[src/rtl/i2c_cfg_sequencer.sv]
// i2c_cfg_sequencer
//   Walks a combinational sensor-config LUT from index 0 to lut_size-1. Each
//   24-bit word {reg_addr, reg_data} goes to the I2C write master, one word
//   at a time. Also provides a power-on delay, an idle gap between writes,
//   bounded retry on NACK, and done/error status.
//
// Ports
//   clk          system clock
//   rst_n        asynchronous active-low reset
//   restart      1-cycle pulse, reruns the whole sequence (only in DONE/FAIL)
//   lut_index    index presented to the config LUT
//   lut_data     LUT word for lut_index (combinational)
//   lut_size     number of LUT entries, looked at in LOAD
//   i2c_req      level write request, held until i2c_done
//   i2c_wdata    word being written, stable while i2c_req=1
//   i2c_done     1-cycle completion pulse from the master
//   i2c_ack_err  qualifies i2c_done: 1 = slave NACK
//   busy         1 in every state except DONE and FAIL
//   config_done  1 in DONE
//   config_error 1 in FAIL
//   err_index    entry that exhausted its retries, valid while config_error=1
module i2c_cfg_sequencer #(
  parameter logic [19:0] POWERON_DELAY = 20'd1_000_000,
  parameter logic [15:0] GAP_CYCLES    = 16'd1000,
  parameter logic [3:0]  MAX_RETRY     = 4'd3
) (
  input  logic        clk,
  input  logic        rst_n,
  input  logic        restart,
  output logic [7:0]  lut_index,
  input  logic [23:0] lut_data,
  input  logic [7:0]  lut_size,
  output logic        i2c_req,
  output logic [23:0] i2c_wdata,
  input  logic        i2c_done,
  input  logic        i2c_ack_err,
  output logic        busy,
  output logic        config_done,
  output logic        config_error,
  output logic [7:0]  err_index
);

  typedef enum logic [2:0] {
    PWR_WAIT,
    LOAD,
    WAIT,
    GAP,
    DONE,
    FAIL
  } state_t;

  state_t      state, state_nxt;
  logic [19:0] delay_cnt, delay_cnt_nxt;
  logic [15:0] gap_cnt, gap_cnt_nxt;
  logic [7:0]  index_nxt;
  logic [3:0]  retry, retry_nxt;
  logic        req_nxt;
  logic [23:0] wdata_nxt;
  logic [7:0]  err_index_nxt;
  logic        delay_expired;
  logic        gap_expired;

  // A zero-length delay or gap must still leave its state after one cycle,
  // so the "last count" compare cannot rely on PARAM-1 (it would wrap).
  assign delay_expired = (POWERON_DELAY == 20'd0) || (delay_cnt == POWERON_DELAY - 20'd1);
  assign gap_expired   = (GAP_CYCLES == 16'd0) || (gap_cnt == GAP_CYCLES - 16'd1);

  assign busy         = (state != DONE) && (state != FAIL);
  assign config_done  = (state == DONE);
  assign config_error = (state == FAIL);

  // State and datapath registers. Reset also drops i2c_req at once, so an
  // aborted transfer never leaves a request hanging.
  always_ff @(posedge clk or negedge rst_n) begin
    if (!rst_n) begin
      state     <= PWR_WAIT;
      delay_cnt <= '0;
      gap_cnt   <= '0;
      lut_index <= '0;
      retry     <= '0;
      i2c_req   <= 1'b0;
      i2c_wdata <= '0;
      err_index <= '0;
    end else begin
      state     <= state_nxt;
      delay_cnt <= delay_cnt_nxt;
      gap_cnt   <= gap_cnt_nxt;
      lut_index <= index_nxt;
      retry     <= retry_nxt;
      i2c_req   <= req_nxt;
      i2c_wdata <= wdata_nxt;
      err_index <= err_index_nxt;
    end
  end

  // Next-state and next-value logic. Every register holds by default.
  // i2c_done is only looked at in WAIT, and restart only in DONE/FAIL.
  always_comb begin
    state_nxt     = state;
    delay_cnt_nxt = delay_cnt;
    gap_cnt_nxt   = gap_cnt;
    index_nxt     = lut_index;
    retry_nxt     = retry;
    req_nxt       = i2c_req;
    wdata_nxt     = i2c_wdata;
    err_index_nxt = err_index;

    case (state)
      PWR_WAIT: begin
        if (delay_expired) begin
          delay_cnt_nxt = '0;
          state_nxt     = LOAD;
        end else begin
          delay_cnt_nxt = delay_cnt + 20'd1;
        end
      end

      LOAD: begin
        // The >= compare also covers an empty LUT: no write is ever issued.
        if (lut_index >= lut_size) begin
          state_nxt = DONE;
        end else begin
          wdata_nxt = lut_data;
          req_nxt   = 1'b1;
          state_nxt = WAIT;
        end
      end

      WAIT: begin
        if (i2c_done) begin
          req_nxt     = 1'b0;
          gap_cnt_nxt = '0;
          if (!i2c_ack_err) begin
            index_nxt = lut_index + 8'd1;
            retry_nxt = '0;
            state_nxt = GAP;
          end else if (retry < MAX_RETRY) begin
            retry_nxt = retry + 4'd1;
            state_nxt = GAP;
          end else begin
            err_index_nxt = lut_index;
            state_nxt     = FAIL;
          end
        end
      end

      GAP: begin
        if (gap_expired) begin
          gap_cnt_nxt = '0;
          state_nxt   = LOAD;
        end else begin
          gap_cnt_nxt = gap_cnt + 16'd1;
        end
      end

      DONE, FAIL: begin
        if (restart) begin
          state_nxt     = PWR_WAIT;
          delay_cnt_nxt = '0;
          gap_cnt_nxt   = '0;
          index_nxt     = '0;
          retry_nxt     = '0;
          err_index_nxt = '0;
        end
      end

      default: begin
        state_nxt = PWR_WAIT;
      end
    endcase
  end

endmodule

[config.mk]
export PLATFORM = sky130hd
export DESIGN_NAME = i2c_cfg_sequencer
export DESIGN_NICKNAME = d
export VERILOG_FILES = /design/src/rtl/i2c_cfg_sequencer.sv
export SDC_FILE = /design/constraint.sdc
export NUM_CORES = 1
export LEC_CHECK = 0
export CORE_UTILIZATION = 40
export CTS_CLUSTER_DIAMETER = 80
export DETAILED_ROUTE_END_ITERATION = 12
export GPL_ROUTABILITY_DRIVEN = 0
export GPL_TIMING_DRIVEN = 0
export SKIP_CTS_REPAIR_TIMING = 1
export SLEW_MARGIN = 20
export SYNTH_ARGS = -nofsm -noshare
export SYNTH_HDL_FRONTEND = slang
export SYNTH_SLANG_ARGS = --single-unit
[constraint.sdc]
create_clock -name clk -period 2.4 [get_ports clk]
set_clock_uncertainty 0.05 [all_clocks]
set_input_delay 0.36 -clock clk [delete_from_list [all_inputs] [get_ports clk]]
set_output_delay 0.36 -clock clk [all_outputs]
set_load 0.02 [all_outputs]
======== Yosys cells after proc, flatten, opt, wreduce, memory -nomap -nowiden ========
Index checks and enable logic that the tools add are counted.
word-level totals
  register bits after elaboration ......... 84
  input port bits ......................... 37
  output and inout port bits .............. 44
  logic and storage cells ................. 79
cells by class
  add/sub/neg operators ................... 4
  magnitude comparators ................... 2
  equality and inequality tests ........... 18
  muxes and demuxes ....................... 31
  bitwise gates (word level) .............. 1
  reductions and logical operators ........ 15
operators with widths
  operator                                                number
  2-to-1 mux 16 bit                                       3
  2-to-1 mux 8 bit                                        6
  case mux 16 bit (3 select lines)                        1
  2-to-1 mux 20 bit                                       2
  case mux 20 bit (2 select lines)                        1
  case mux 8 bit (2 select lines)                         2
  2-to-1 mux 3 bit                                        7
  adder 20 x 1 -> 20 bit (second input constant)          1
  equality test 20 bit (second input constant)            1
  adder 16 x 1 -> 16 bit (second input constant)          1
  equality test 16 x 10 -> 1 bit (second input constant)  1
  2-to-1 mux 4 bit                                        4
  != test 2 bit (second input constant)                   8
  case mux 3 bit (5 select lines)                         1
  AND reduction 4 bit                                     3
  != test 3 bit (second input constant)                   3
  adder 8 x 1 -> 8 bit (second input constant)            1
  >= comparator 8 bit                                     1
  case mux 4 bit (2 select lines)                         1
  equality test 3 x 2 -> 1 bit (second input constant)    2
  equality test 3 bit (second input constant)             2
  AND reduction 3 bit                                     2
  nonzero test 2 bit                                      3
  AND reduction 5 bit                                     1
  other kinds (11)                                        13

======== Depth between registers and ports, before layout ========
  word-level depth ........................ 5
  depth in mapped cells ................... 8
  mapped depth without buffers ............ 7

======== Worst setup path before layout ========
No wires, ideal clock.
  path type ............................... reg2reg
  start ................................... reg lut_index[0]
  end ..................................... reg i2c_wdata[0]
  library setup time ...................... 0.125 ns
  arrival time ............................ 2.103 ns
  required time ........................... 2.225 ns
  setup slack ............................. 0.122 ns
  stages on the path, launching flop included .. 8
  buffers on the path ..................... 1
  period minus slack after synthesis ...... 2.278 ns
  cells stage by stage .................... dfrtp_1 > inv_1 > ha_1 > o211ai_1 > a211o_1 > nand3_1 > buf_2 > mux2_2
on the way
  word-level cells in the longest chain between the ends .. 3
ends and longest elaborated chain
  what                                  RTL line  text
  start, declared                       30        output logic [7:0] lut_index,
  start signal, assigned                88        lut_index <= index_nxt;
  >= comparator 8 bit                   120       if (lut_index >= lut_size) begin
  NOT 1 bit (no source line)            --
  AND reduction 2 bit (no source line)  --
  end signal, assigned                  91        i2c_wdata <= wdata_nxt;
  end, declared                         34        output logic [23:0] i2c_wdata,
No other way between the ends.
A chain may end at the register's enable or synchronous reset.

======== Worst setup path after layout ========
  start ................................... reg state[1]
  end ..................................... out config_error
on the way
  word-level cells in the longest chain between the ends .. 1
ends and longest elaborated chain
  what                    RTL line  text
  start, declared         52        state_t state, state_nxt;
  start signal, assigned  85        state <= state_nxt;
  equality test 3 bit     70        assign config_error = (state == FAIL);
  end, declared           39        output logic config_error,
No other way between the ends.

==> impl_metrics.env <==
export IMPL_status="finished, final reports clean"
export IMPL_place_hpwl_um=6700
export IMPL_wl_per_cell_um=14.4
export IMPL_worstRegToRegCells=7
export IMPL_async_flop_share=1.00
export IMPL_netlist_area_um2=4230
export IMPL_ys_flop_type="dfrtp_1"
export IMPL_slowest_stage="clkdlybuf4s50_1"
export IMPL_slew_violations=0
export IMPL_power_mw=6.01
export IMPL_nets=562
export IMPL_grt_pass1_vias=3294
export IMPL_power_switching_mw=2.26
export IMPL_drive_gt1_frac=0.139
export IMPL_grtUsageTotal=0.184
export IMPL_cts_made_buffers=9
export IMPL_viasPerCell=5.20
export IMPL_grt_pass1_wl_um=15900
export IMPL_yosysTopAreaCell="dfrtp_1"
export IMPL_placed_area_um2=5220
export IMPL_worstSetupPathType="flop to output port"
export IMPL_synth_most_common_cell="dfrtp_1"
export IMPL_reg2reg_slack_ns=0.17
export IMPL_end_kind="output port"
export IMPL_ys_seq_elements=84
export IMPL_grt_max_degree=52
export IMPL_hold_violations=0
export IMPL_cts_root_buf="clkbuf_8"
export IMPL_grt_ovfl_total=0
export IMPL_drtPass1Iterations=4
export IMPL_tightest_slew_ns=0.760
export IMPL_timing_hold_ws_ns=0.429
export IMPL_timing_rr_start="lut_index[0]$_DFFE_PN0P_"
export IMPL_p_leak_nw=2.41
export IMPL_drtIter0Drc=119
export IMPL_r2r_end="i2c_wdata[1]$_DFFE_PN0P_"
export IMPL_num_rows=37
export IMPL_htreeDepth=3
export IMPL_ys_warn_count=0
export IMPL_pwr_density_cell_nw_per_um2=1090
export IMPL_final_setup_viol_count=0
export IMPL_fmax_mhz=440
export IMPL_timing_final_crit_share=0.948
export IMPL_drc=0
export IMPL_layout_setup_ws_ns=0.126
export IMPL_portBuffers=80
export IMPL_relSlewSlack=0.492
export IMPL_num_antenna_cells=0
export IMPL_power_share_combinational=0.456
export IMPL_area_growth_synth_to_final_pct=30.3
export IMPL_max_cap_viol_count=0
export IMPL_pwr_share_seq=0.363
export IMPL_hp_class="input pin to asynchronous set/reset pin"
export IMPL_clk_pin_slew_worst_paths_ns=0.08
export IMPL_slowest_delay_ns=0.61
export IMPL_die_x_um=105
export IMPL_place_ws_ns=-0.353
export IMPL_synthCells=415
export IMPL_clock_sinks=84
export IMPL_initial_core_util=0.411
export IMPL_synth_cell_types=56
export IMPL_final_cell_area_um2=5510
export IMPL_cts_tree="done"
export IMPL_antenna_found_initial=0
export IMPL_crit_path_cell_trace="clkbuf_8, inv_1, and3_1, clkdlybuf4s50_1"
export IMPL_cp_data_required_time_ns=1.99
export IMPL_yosys_area_top_type_share=0.497
export IMPL_die_h_um=105
export IMPL_period_minus_slack_ns=2.27
export IMPL_die_area_um2=11000
export IMPL_ios=81
export IMPL_vdd_drop_max_mv=0.678
export IMPL_utilization=0.536
export IMPL_synthTopCellsByCount="84 x dfrtp_1, 39 x nand2_1, 39 x nor2_1"
export IMPL_netlist_top_cells_area="dfrtp_1 50%, mux2_2 6.7%, ha_1 3.6%, xor2_1 3.5%, nand2_1 3.5%"
export IMPL_core_area_um2=10300
export IMPL_start_kind="flop"
export IMPL_critical_path_arrival_ns=1.86
export IMPL_sw_frac_of_total=0.376
export IMPL_fillers=943
export IMPL_ys_seq_area_frac=0.497
export IMPL_internal_power_mw=3.75
export IMPL_ant_nets=0
export IMPL_crit_path_max_fanout=10
export IMPL_clkPwrFrac=0.181
export IMPL_vias=3394
export IMPL_clockBufferDepth=2
export IMPL_synth_edf_count=0
export IMPL_clk_latency_ns=0.37
export IMPL_rsz0062_at_grt="no"
export IMPL_syn_nets=464
export IMPL_avgSynthCellArea_um2=10.2
export IMPL_wl_um=9420
-- kinds of logic (layout without fill, tap and decap cells) --
logic type / Yosys count / after routing / share of synthesized area
compound gates: 68 / 68 / 0.0998
xor+xnor: 23 / 23 / 0.0477
fa+ha+maj: 12 / 12 / 0.0355
buf+inv: 30 / 132 / 0.0355
flops: 84 / 84 / 0.497
mux: 27 / 27 / 0.0713
simple gates: 171 / 171 / 0.213
-- worst max path at each step --
stage                                         from                       end  slack, ns  cells after the start
after floorplan           lut_index[0]$_DFFE_PN0P_  i2c_wdata[0]$_DFFE_PN0P_       0.12                      7
after global placement                       rst_n  err_index[4]$_DFFE_PN0P_      -2.29                      1
after detailed placement               lut_size[2]  i2c_wdata[5]$_DFFE_PN0P_      -0.35                      8
after CTS                     state[2]$_DFFE_PN0P_               config_done      -0.68                      6
after global routing          retry[0]$_DFFE_PN0P_  err_index[6]$_DFFE_PN0P_       0.01                      6
final                         state[1]$_DFFE_PN0P_              config_error       0.13                      4
-- registers in the layout (all words and copies together) (netlist names) --
signal and count:
delay_cnt 20, state 3, lut_index 8, i2c_req 1, i2c_wdata 24, err_index 8, retry 4, gap_cnt 16
-- per-layer routing --
metal	global-route usage	up-vias	wire (um)
li1	-	1671	-
met1	0.238	1630	4500
met2	0.289	78	4350
met3	0.0487	15	377
met4	0.0835	0	189
met5	0	-	0
-- metrics by stage --
stage | instances | setup TNS, ns
2_1_floorplan | 415 | 0
3_3_place_gp | 631 | -199.69
3_5_place_dp | 632 | -8.33
4_1_cts | 647 | -2.96
5_1_grt | 653 | 0
6_report | 653 | 0
-- critical path: cells and delay by family, from the launching register on --
family	cells	cell delay, ns
simple gates	1	0.18
flops	1	0.44
buf+inv	3	0.88
-- power by group through the flow --
stage | Clock [mW] | Sequential [mW] | Combinational, mW
after global routing | 1.18 | 2.25 | 2.98
after floorplan | 0 | 2.48 | 1.33
after detailed placement | 0 | 2.20 | 2.69
final | 1.09 | 2.18 | 2.74
after global placement | 0 | 2.19 | 2.65
after CTS | 1.13 | 2.17 | 2.70
-- cell type report --
cell class                      instances  area (um^2)  share of cell area
Buffer                                 12         87.6              0.0159
Clock buffer                           10          128              0.0232
Clock inverter                          5         77.6              0.0141
Inverter                               17         67.6              0.0123
Multi-Input combinational cell        301         1990               0.361
Sequential cell                        84         2100               0.382
Tap cell                              136          170              0.0309
Timing Repair Buffer                   88          886               0.161
-- placed cells by master, fill, tap and decap left out, types with 3 or more instances in the layout --
master,synthesis,routed
a21oi_1,15,15
a22o_1,3,3
a31oi_1,5,5
and2_1,3,3
and3_1,14,14
buf_4,0,7
buf_6,3,3
clkbuf_1,5,5
clkbuf_8,1,10
clkdlybuf4s50_1,0,77
dfrtp_1,84,83
ha_1,12,12
inv_1,17,16
mux2_2,25,25
nand2_1,39,39
nand3_1,21,20
nand3b_1,4,4
nand4_1,15,15
nor2_1,39,39
nor2b_1,5,4
nor3_1,9,9
o21ai_0,20,20
o21ai_1,7,7
or3_2,3,3
xnor2_1,6,6
xor2_1,17,17
(Power assumes the default switching activity.)
